**config.mk**
```make
export PLATFORM = sky130hd
export DESIGN_NAME = wb_pipe_buf_flat
export DESIGN_NICKNAME = d
export VERILOG_FILES = /design/src/rtl/wb_pipe_buf_if.sv /design/src/rtl/wb_pipe_buf.sv /design/src/flat_wrapper.sv
export SDC_FILE = /design/constraint.sdc
export NUM_CORES = 1
export LEC_CHECK = 0
export CORE_ASPECT_RATIO = 0.7
export CORE_MARGIN = 2
export CORE_UTILIZATION = 43
export DETAILED_ROUTE_END_ITERATION = 7
export MAX_ROUTING_LAYER = met4
export PLACE_DENSITY = 0.71
export SLEW_MARGIN = 20
export SYNTH_ARGS = -nofsm -noshare
export SYNTH_HDL_FRONTEND = slang
export SYNTH_SLANG_ARGS = --single-unit
```
**constraint.sdc**
```tcl
create_clock -name clk -period 27.4 [get_ports clk]
set_input_delay 8.22 -clock clk [delete_from_list [all_inputs] [get_ports clk]]
set_output_delay 8.22 -clock clk [all_outputs]
set_load 0.01 [all_outputs]
```
**src/rtl/wb_pipe_buf_if.sv**
```systemverilog
// Writeback buffer handshake bundle: MEM-side push channel and register-file-side pop channel.
// The slave modport is the buffer's view; master is the surrounding pipeline's view.
interface wb_pipe_buf_if #(
    parameter int DATA_W = 32,
    parameter int ADDR_W = 5,
    parameter int LANES  = 2
);
    logic                      in_valid;
    logic                      in_ready;
    logic [LANES-1:0]          in_we;
    logic [LANES*ADDR_W-1:0]   in_waddr;
    logic [LANES*DATA_W-1:0]   in_wdata;
    logic                      wb_ready;
    logic                      wb_valid;
    logic [LANES-1:0]          wb_we;
    logic [LANES*ADDR_W-1:0]   wb_waddr;
    logic [LANES*DATA_W-1:0]   wb_wdata;

    modport slave (
        input  in_valid, in_we, in_waddr, in_wdata, wb_ready,
        output in_ready, wb_valid, wb_we, wb_waddr, wb_wdata
    );

    modport master (
        output in_valid, in_we, in_waddr, in_wdata, wb_ready,
        input  in_ready, wb_valid, wb_we, wb_waddr, wb_wdata
    );
endinterface

```
**src/rtl/wb_pipe_buf.sv**
```systemverilog
// MEM/WB stage: DEPTH-entry FIFO of LANES-wide writeback bundles with flush,
// r0 suppression, youngest-lane-wins address resolution and a saturating retire counter.
module wb_pipe_buf #(
    parameter int DATA_W = 32,
    parameter int ADDR_W = 5,
    parameter int LANES  = 2,
    parameter int DEPTH  = 2,
    parameter int CNT_W  = 32
) (
    input  logic               clk,
    input  logic               rst,
    input  logic               flush,
    wb_pipe_buf_if.slave       bus,
    output logic [CNT_W-1:0]   retire_cnt
);
    localparam int              PTR_W    = $clog2(DEPTH);
    localparam logic [PTR_W:0]  CNT_FULL = (PTR_W+1)'(DEPTH);

    logic [PTR_W:0]             r_count;
    logic [PTR_W-1:0]           r_wr_ptr;
    logic [PTR_W-1:0]           r_rd_ptr;
    logic [CNT_W-1:0]           r_retire;
    logic [LANES-1:0]           r_we_mem   [DEPTH];
    logic [LANES*ADDR_W-1:0]    r_addr_mem [DEPTH];
    logic [LANES*DATA_W-1:0]    r_data_mem [DEPTH];

    logic                       w_full;
    logic                       w_valid;
    logic                       w_push;
    logic                       w_pop;
    logic [LANES-1:0]           w_base_we;
    logic [LANES-1:0]           w_kill;
    logic [LANES-1:0]           w_push_we;
    logic [LANES-1:0]           w_head_we;
    logic [CNT_W-1:0]           w_pop_cnt;
    logic [CNT_W:0]             w_sum;

    assign w_full  = (r_count == CNT_FULL);
    assign w_valid = (r_count != '0);
    assign w_push  = bus.in_valid & ~w_full & ~flush;
    assign w_pop   = w_valid & bus.wb_ready & ~flush;

    // Masking is resolved once at push so the head entry can be popped without recomputation.
    always_comb begin
        w_base_we = '0;
        w_kill    = '0;
        for (int i = 0; i < LANES; i++) begin
            w_base_we[i] = bus.in_we[i] && (bus.in_waddr[i*ADDR_W +: ADDR_W] != '0);
        end
        for (int i = 0; i < LANES; i++) begin
            for (int j = i + 1; j < LANES; j++) begin
                if (w_base_we[j] &&
                    (bus.in_waddr[j*ADDR_W +: ADDR_W] == bus.in_waddr[i*ADDR_W +: ADDR_W]))
                    w_kill[i] = 1'b1;
            end
        end
        w_push_we = w_base_we & ~w_kill;
    end

    assign w_head_we = w_valid ? r_we_mem[r_rd_ptr] : '0;

    always_comb begin
        w_pop_cnt = '0;
        for (int i = 0; i < LANES; i++) begin
            w_pop_cnt = w_pop_cnt + CNT_W'(w_head_we[i]);
        end
        w_sum = {1'b0, r_retire} + {1'b0, w_pop_cnt};
    end

    always_ff @(posedge clk) begin
        if (rst) begin
            r_count  <= '0;
            r_wr_ptr <= '0;
            r_rd_ptr <= '0;
            r_retire <= '0;
        end else if (flush) begin
            r_count  <= '0;
            r_wr_ptr <= '0;
            r_rd_ptr <= '0;
        end else begin
            if (w_push) r_wr_ptr <= r_wr_ptr + PTR_W'(1);
            if (w_pop)  r_rd_ptr <= r_rd_ptr + PTR_W'(1);
            if (w_push && !w_pop)      r_count <= r_count + (PTR_W+1)'(1);
            else if (w_pop && !w_push) r_count <= r_count - (PTR_W+1)'(1);
            if (w_pop) r_retire <= w_sum[CNT_W] ? '1 : w_sum[CNT_W-1:0];
        end
    end

    // Storage needs no reset; occupancy alone decides what is visible.
    always_ff @(posedge clk) begin
        if (!rst && w_push) begin
            r_we_mem[r_wr_ptr]   <= w_push_we;
            r_addr_mem[r_wr_ptr] <= bus.in_waddr;
            r_data_mem[r_wr_ptr] <= bus.in_wdata;
        end
    end

    assign bus.in_ready = ~w_full;
    assign bus.wb_valid = w_valid;
    assign bus.wb_we    = w_head_we;
    assign bus.wb_waddr = r_addr_mem[r_rd_ptr];
    assign bus.wb_wdata = r_data_mem[r_rd_ptr];
    assign retire_cnt   = r_retire;
endmodule
```
**src/flat_wrapper.sv**
```systemverilog
// flat-port wrapper written by rule: the top's interface ports become plain ports
module wb_pipe_buf_flat 
#(
    parameter int DATA_W = 32,
    parameter int ADDR_W = 5,
    parameter int LANES  = 2,
    parameter int DEPTH  = 2,
    parameter int CNT_W  = 32
)
  (clk, rst, flush, retire_cnt, bus_in_valid, bus_in_we, bus_in_waddr, bus_in_wdata, bus_wb_ready, bus_in_ready, bus_wb_valid, bus_wb_we, bus_wb_waddr, bus_wb_wdata);
  wb_pipe_buf_if #(.DATA_W(DATA_W), .ADDR_W(ADDR_W), .LANES(LANES)) bus_i ();
  input  logic clk;
  input  logic rst;
  input  logic flush;
  output logic [CNT_W-1:0] retire_cnt;
  input wire logic [$bits(bus_i.in_valid)-1:0] bus_in_valid;
  input wire logic [$bits(bus_i.in_we)-1:0] bus_in_we;
  input wire logic [$bits(bus_i.in_waddr)-1:0] bus_in_waddr;
  input wire logic [$bits(bus_i.in_wdata)-1:0] bus_in_wdata;
  input wire logic [$bits(bus_i.wb_ready)-1:0] bus_wb_ready;
  output wire logic [$bits(bus_i.in_ready)-1:0] bus_in_ready;
  output wire logic [$bits(bus_i.wb_valid)-1:0] bus_wb_valid;
  output wire logic [$bits(bus_i.wb_we)-1:0] bus_wb_we;
  output wire logic [$bits(bus_i.wb_waddr)-1:0] bus_wb_waddr;
  output wire logic [$bits(bus_i.wb_wdata)-1:0] bus_wb_wdata;
  assign bus_i.in_valid = bus_in_valid;
  assign bus_i.in_we = bus_in_we;
  assign bus_i.in_waddr = bus_in_waddr;
  assign bus_i.in_wdata = bus_in_wdata;
  assign bus_i.wb_ready = bus_wb_ready;
  assign bus_in_ready = bus_i.in_ready;
  assign bus_wb_valid = bus_i.wb_valid;
  assign bus_wb_we = bus_i.wb_we;
  assign bus_wb_waddr = bus_i.wb_waddr;
  assign bus_wb_wdata = bus_i.wb_wdata;
  wb_pipe_buf #(.DATA_W(DATA_W), .ADDR_W(ADDR_W), .LANES(LANES), .DEPTH(DEPTH), .CNT_W(CNT_W)) u_core (.clk(clk), .rst(rst), .flush(flush), .bus(bus_i), .retire_cnt(retire_cnt));
endmodule
```
Word level (Yosys, flattened, before mapping)
Memories as Yosys holds them, arrays and structs flattened. A register that Yosys moved wholly into a read port is not among the register bits.
Index checks and enable logic that the tools add are counted.
{ "op_classes": {"addsub": 6, "n_bitwise": 8, "n_reduce_logical": 15, "eq_ne": 2, "muxes": 13} }
{ "op_table": {"columns": ["op", "n"], "rows": [
  ["32-bit by 32-bit adder with 33-bit output", 1],
  ["32-bit two-way mux", 1],
  ["5-bit nonzero test", 2],
  ["1-bit two-way mux", 9],
  ["1-bit logical AND", 6],
  ["2-bit two-way mux", 3],
  ["5-bit equality test", 1],
  ["1-bit AND", 4],
  ["2-bit nonzero test", 2],
  ["1-bit zero test", 3],
  ["1-bit adder (second input constant)", 2],
  ["1-bit by 1-bit adder with 2-bit output", 1],
  ["2-bit by 1-bit adder with 2-bit output (second input constant)", 1],
  ["2-bit AND", 1],
  ["2-bit equality test (second input constant)", 1],
  ["1-bit inverter", 2],
  ["1-bit inverter with 2-bit output", 1],
  ["2-bit AND reduction", 1],
  ["2-bit OR reduction", 1],
  ["2-bit by 1-bit subtractor with 2-bit output (second input constant)", 1]
]} }
{ "word_totals": {"ram_bits": 152, "regBits": 36, "inputBits": 81, "out_inout_bits": 110, "memories": 3} }
{ "memory_table": {"columns": ["name", "depth", "word_bits", "read_ports", "rd_clocked_by_memory_dff", "write_ports", "line", "text"], "rows": [
  ["u_core.r_data_mem", 2, 64, 1, 1, 1, "wb_pipe_buf.sv:25", "logic [LANES*DATA_W-1:0] r_data_mem [DEPTH];"],
  ["u_core.r_addr_mem", 2, 10, 1, 1, 1, "wb_pipe_buf.sv:24", "logic [LANES*ADDR_W-1:0] r_addr_mem [DEPTH];"],
  ["u_core.r_we_mem", 2, 2, 1, 1, 1, "wb_pipe_buf.sv:23", "logic [LANES-1:0] r_we_mem [DEPTH];"]
]} }

Depth between registers and ports, before layout
Gate-level depths: netlist of the first run.
{ "logic_depth": {"ltp_word": 8, "ltp_mapped": 13} }

Least setup slack after synthesis of the first run
No wires, ideal clock.
{ "synth_path": {"kind": "input to register", "from": "in flush", "to": "mem u_core.r_addr_mem[1][0] (netlist bit), enable pin", "path_stages": 2, "path_buffers": 1, "arrival_ns": 16.334, "slack_ns": 10.342, "setup_ns": 0.724, "t_required_ns": 26.676, "path_cell_list": "clkbuf_1 > nor4b_1"} }
{ "synth_between": {"elab_chain_cells": 5} }
{ "synth_lines": {"columns": ["element", "line", "text"], "rows": [
  ["start, declared", "flat_wrapper.sv:14", "input logic flush;"],
  ["1-bit inverter", "wb_pipe_buf.sv:40", "assign w_push = bus.in_valid & ~w_full & ~flush;"],
  ["1-bit AND", "wb_pipe_buf.sv:40", null],
  ["1-bit logical AND", "wb_pipe_buf.sv:91", "if (!rst && w_push) begin"],
  ["1-bit two-way mux", "wb_pipe_buf.sv:91", null],
  ["1-bit two-way mux (not written as such)", "wb_pipe_buf.sv:93", "r_addr_mem[r_wr_ptr] <= bus.in_waddr;"],
  ["end, declared", "wb_pipe_buf.sv:24", null]
]} }
No other way between the ends.

==> metrics, run 1 <==
outcome=completed; sequential power share=53.5%; relative slew slack=between 20% and 30%; DRT iter0 DRCs=around 250; Yosys cell types=48; Die W=161 µm; Setup Skew=0.0111 ns; drt drc=0; crit path time final=between 10 and 15 ns; initial antenna violation count=0; Setup Fix Bufs, Post-CTS=0; met2 GRT Util=27.5%; leak pwr=around 3.3 nW; worst IR drop on VDD=0.0000425 V; power per cell area=just under 60 nW/µm²; drt first pass iters=4; EDFF count, synth=152; CTS tree=done; Worst-Margin Slew=1.07 ns; Boundary Pins=191; ys flop type=edfxtp_1; CP arrival=2.54 ns; top-area cell type share of the netlist area=61.2%; share of layout cells above drive strength 1=a little under a fifth; Die Area=18400 µm²; routed wire length=16300 µm; Clk pwr share=40.0%; gpl congestion=between 0.8 and 0.9; worst hold start=u_core.retire_cnt[16]; Clock Sinks=189; syn avg cell area=16.3 µm²; Filler Cells Inserted=1318; via count=4549; vias in the first global route=around 4600; Starting Density=a little over two fifths; Slew Limit Fails=0; Most Used Layer, Global Route=met2; type of element capturing the critical path=output port; root buf cell=clkbuf_16; commonest non-fill, non-tap cell in the layout=clkdlybuf4s50_1; all-layer global routing usage=17.8%; Max Clk Rate=92.9 MHz; post-CTS resize count=0; P_sw=133 µW; async set-reset flop share out of synthesis=0%; Detail Placement HPWL=10700 µm; Area growth syn-to-layout=36.1%; Synth Net Count=545; Clock Pin Slew Worst Setup and Hold Paths=0.07 ns; max cap viols=0; CP max-delay cell=dfxtp_4; GRT Residual Overflow=0; P_int=459 µW; Hold Crit Class=register to register; Worst-Skew Late Latency=0.43 ns; Syn. warnings=0; CORE AREA=roughly 17000 µm²; Final #Nets=around 740; Rows=40; RSZ-0062 raised after global routing=false; sequential share of the synthesized area=71.1%; Hold-fix buffers, CTS=0; setup total negative slack=0 ns; Cells after Synth=459; most frequent cells in the layout=clkdlybuf4s50_1, edfxtp_1, mux2_2; Cell Chain, Critical Path=mux2i_1 -> nor2_1 -> clkdlybuf4s50_1; Die Span Y=around 110 µm; Mapped Area=7460 µm²; post-route ant nets=0; Setup CP Type=register to output port; period utilization=between 30 and 40%; worst-path fanout max=76; worst endpoint required time=roughly 19 ns; slowest stage delay, CP=1.02 ns; CTS buffer count=17; cell taking the most area after synthesis=edfxtp_1; Max clock buf depth=2; largest net degree at the start of global routing=77; final hold vios=0; first-pass GRT wire length=24200 µm; startpoint types=register; setup violators final=0; wire per inst=between 15 and 20 µm; top post-synthesis cells by area=edfxtp_1, mux2_2, dfxtp_1, xor2_1, a21oi_1; switch share=22.5%; H-tree Lvls=4; combinational share of power=6.5%; vias per cell=5.08; post-layout util=59.5%; routing usage on met1=22.9%; diode count=0; IO Port Bufs=190; met3 usage=under 10%; Synth Register Bits=189
## worst paths after layout
| check | slack (ns) | end | depth (start not counted) |
|---|---|---|---|
| worst min-delay path | 0.53 | u_core.retire_cnt[16] | 1 |
| worst min register to register | 0.53 | u_core.retire_cnt[16] | 1 |
| worst max-delay path | 16.64 | bus_wb_we[0] | 3 |
| worst max register to register | 23.57 | u_core.retire_cnt[3] | 10 |
## state kept, by name (all words and copies together) (netlist names), named ones only
signal	flops
u_core.r_we_mem	4
u_core.r_wr_ptr	1
u_core.r_count	2
u_core.retire_cnt	32
u_core.r_addr_mem	20
u_core.r_data_mem	128
u_core.r_rd_ptr	1
## kinds of logic after synthesis
logic type	count (synthesis)	synth area share (%)
xor gates and xnor gates	33	3.87
muxes	78	11.7
and+or+nand+nor	83	6.96
buffers and inverters	27	1.95
adders and majority gates	5	0.939
AOI/OAI and AO/OA	44	3.46
DFF	189	71.1
## worst max-delay path, delay by kind of cell, from the launching register on
family,cells,cell delay (ns)
multiplexers,1,0.19
AND/OR/NAND/NOR,1,0.23
buffers and inverters,1,0.58
flip-flops,1,1.02
## power by group through the flow
stage | registers [mW] | logic [mW] | clock network (mW)
4_1_cts | 0.317 | 0.0387 | 0.242
6_report | 0.317 | 0.0383 | 0.237
5_1_grt | 0.318 | 0.0407 | 0.254
3_5_place_dp | 0.324 | 0.0384 | 0
2_1_floorplan | 0.324 | 0.0136 | 0
3_3_place_gp | 0.323 | 0.0374 | 0
## synthesized netlist by cell type, types with 4 or more instances
cell type and count:
a21oi_1 28, and3_1 6, buf_6 5, clkbuf_1 9
dfxtp_1 37, edfxtp_1 152, ha_1 4, inv_1 7
mux2_2 74, mux2i_1 4, nand2_1 8, nand3_1 10
nand4_1 17, nor2_1 12, nor3_1 8, xnor2_1 7
xor2_1 26
## cell type report
type	instances	area, µm²	area share, %
sequential	189	5310	52.3
multi-input combinational	243	2030	20.0
timing repair buffer	193	1920	19.0
clock buffer	17	425	4.19
tap	231	289	2.85
clock inverter	15	150	1.48
inverter	7	26.3	0.259
## metal layers
layer	part of all wire, %	vias to the layer above
met2	48	135
met4	1.8	0
met1	45	2241
met3	4.7	20
li1	-	2153
met5	0	-
## metrics by stage
stage	hold slack, ns	instances	instance area, µm²	setup slack [ns]	power, mW
after floorplan	0.512	459	7460	10.34	0.337
after global placement	0.508	863	9570	16.85	0.361
after detailed placement	0.518	863	9570	16.72	0.362
after CTS	0.536	895	10100	16.62	0.598
after global routing	0.572	895	10200	16.45	0.612
final	0.530	895	10200	16.64	0.593
No activity file was read; power rests on OpenSTA's default activity.
==> run 2: changes to the inputs <==
==> constraint.sdc (replaced) <==
create_clock -name clk -period 10.7 [get_ports clk]
set_input_delay 3.21 -clock clk [delete_from_list [all_inputs] [get_ports clk]]
set_output_delay 3.21 -clock clk [all_outputs]
set_load 0.01 [all_outputs]
==> metrics, run 2 (same netlist as run 1, synthesis figures left out) <==
wire per inst=18.2 µm (about the same); CTS buffer count=17 (unchanged); combinational share of power=6.3% (was 6.5%); type of element capturing the critical path=output port (unchanged); IO Port Bufs=190 (unchanged); Detail Placement HPWL=10700 µm (about the same); switch share=21.8% (was 22.5%); GRT Residual Overflow=0 (unchanged); first-pass GRT wire length=24600 µm (was 24200 µm); routed wire length=16300 µm (about the same); setup total negative slack=0 ns (unchanged); Power, Total=1.57 mW (was 593 µW); CP arrival=2.53 ns (was 2.54 ns); leak pwr=3.37 nW (was 3.34 nW); outcome=completed (unchanged); diode count=0 (unchanged); post-route ant nets=0 (unchanged); largest net degree at the start of global routing=77 (unchanged); setup violators final=0 (unchanged); commonest non-fill, non-tap cell in the layout=clkdlybuf4s50_1 (unchanged); Final #Nets=737 (unchanged); Setup CP Type=register to output port (unchanged); H-tree Lvls=4 (unchanged); final hold vios=0 (unchanged); period utilization=53.6%; most frequent cells in the layout=clkdlybuf4s50_1, edfxtp_1, mux2_2 (unchanged); vias per cell=5.11 (was 5.08); Clock Sinks=189 (unchanged); via count=4576 (was 4549); worst IR drop on VDD=0.0000998 V (was 0.0000425 V); Worst-Margin Slew=1.08 ns (was 1.07 ns); Die Span Y=114 µm (unchanged); drt first pass iters=4 (unchanged); worst-path fanout max=76 (unchanged); power per cell area=153 nW/µm² (was 58.3 nW/µm²); initial antenna violation count=0 (unchanged); Boundary Pins=191 (unchanged); WHS=0.526 ns (was 0.530 ns); worst endpoint required time=7.49 ns (was 19.18 ns); Rows=40 (unchanged); sequential power share=51.9% (was 53.5%); CTS tree=done (unchanged); Max clock buf depth=2 (unchanged); crit path time final=5.74 ns; max cap viols=0 (unchanged); RSZ-0062 raised after global routing=false (unchanged); P_sw=342 µW (was 133 µW); Worst-Skew Late Latency=0.43 ns (about the same); P_int=1.22 mW (was 459 µW); DRT iter0 DRCs=274 (was 251); Top reg by flops=u_core.r_data_mem (unchanged); relative slew slack=27.8% (was 28.6%); Clk pwr share=41.8% (was 40.0%); Die W=161 µm (unchanged); root buf cell=clkbuf_16 (unchanged); worst hold start=u_core.retire_cnt[23] (was u_core.retire_cnt[16]); Area growth syn-to-layout=37.1% (was 36.1%); post-CTS resize count=0 (unchanged); CORE AREA=17100 µm² (unchanged); Die Area=18400 µm² (unchanged); Filler Cells Inserted=1323 (was 1318); vias in the first global route=4524 (was 4629); share of layout cells above drive strength 1=19.1% (unchanged); Hold Crit Class=register to register (unchanged); Max Clk Rate=about 170 MHz; Hold-fix buffers, CTS=0 (unchanged); startpoint types=register (unchanged); Setup Fix Bufs, Post-CTS=0 (unchanged); Setup Skew=0.0118 ns (was 0.0111 ns); gpl congestion=0.808 (was 0.858); drt drc=0 (unchanged); Starting Density=43.7% (unchanged); Slew Limit Fails=0 (unchanged); Clock Pin Slew Worst Setup and Hold Paths=0.07 ns (about the same); max reg flops=128 (unchanged); all-layer global routing usage=18.0% (was 17.8%)
==> run 2: worst paths after layout <==
check	endpoint	slack, ns	cells past startpoint
worst max-delay path	bus_wb_we[0]	4.96	3
worst min-delay path	u_core.retire_cnt[23]	0.53	1
worst max register to register	u_core.retire_cnt[0]	6.79	10
worst min register to register	u_core.retire_cnt[23]	0.53	1
==> run 2: metrics by stage <==
stage	util [%]	worst slack [ns]	cell area (µm²)	std cells
after floorplan	-	2.49	7470	459
after detailed placement	56.2	5.00	9590	863
after global routing	59.9	4.78	10200	895
after CTS	59.9	4.93	10200	895
after global placement	56.2	5.10	9590	863
final	59.9	4.96	10200	895
==> run 2: layer usage <==
metal | GRT usage [%] | vias up | routed length (µm)
met4 | 6.55 | 0 | 345
met3 | 4.13 | 23 | 860
met5 | - | - | 0
met1 | 24.3 | 2261 | 7420
met2 | 26.8 | 148 | 7690
li1 | - | 2144 | -
==> run 2: power by group through the flow <==
stage / Combinational [mW] / Clock, mW / Sequential (mW)
final: 0.0989 / 0.655 / 0.812
after floorplan: 0.0351 / 0 / 0.827
after global placement: 0.0964 / 0 / 0.828
after global routing: 0.105 / 0.696 / 0.814
after detailed placement: 0.0990 / 0 / 0.829
after CTS: 0.0998 / 0.667 / 0.813
==> run 2: critical path, stage by stage, from the launching register on <==
cell and delay [ns]:
dfxtp_4 0.99, mux2i_1 0.22, nor2_1 0.21, clkdlybuf4s50_1 0.57
==> run 2: cell type report <==
class	instances	area [µm²]	share of cell area, %
repair buffers	193	1920	18.8
clock inverters	15	201	1.97
multi-input cells	243	2050	20.0
inverters	7	26.3	0.257
well taps	231	289	2.83
flip-flops and latches	189	5310	51.9
clock buffers	17	425	4.16
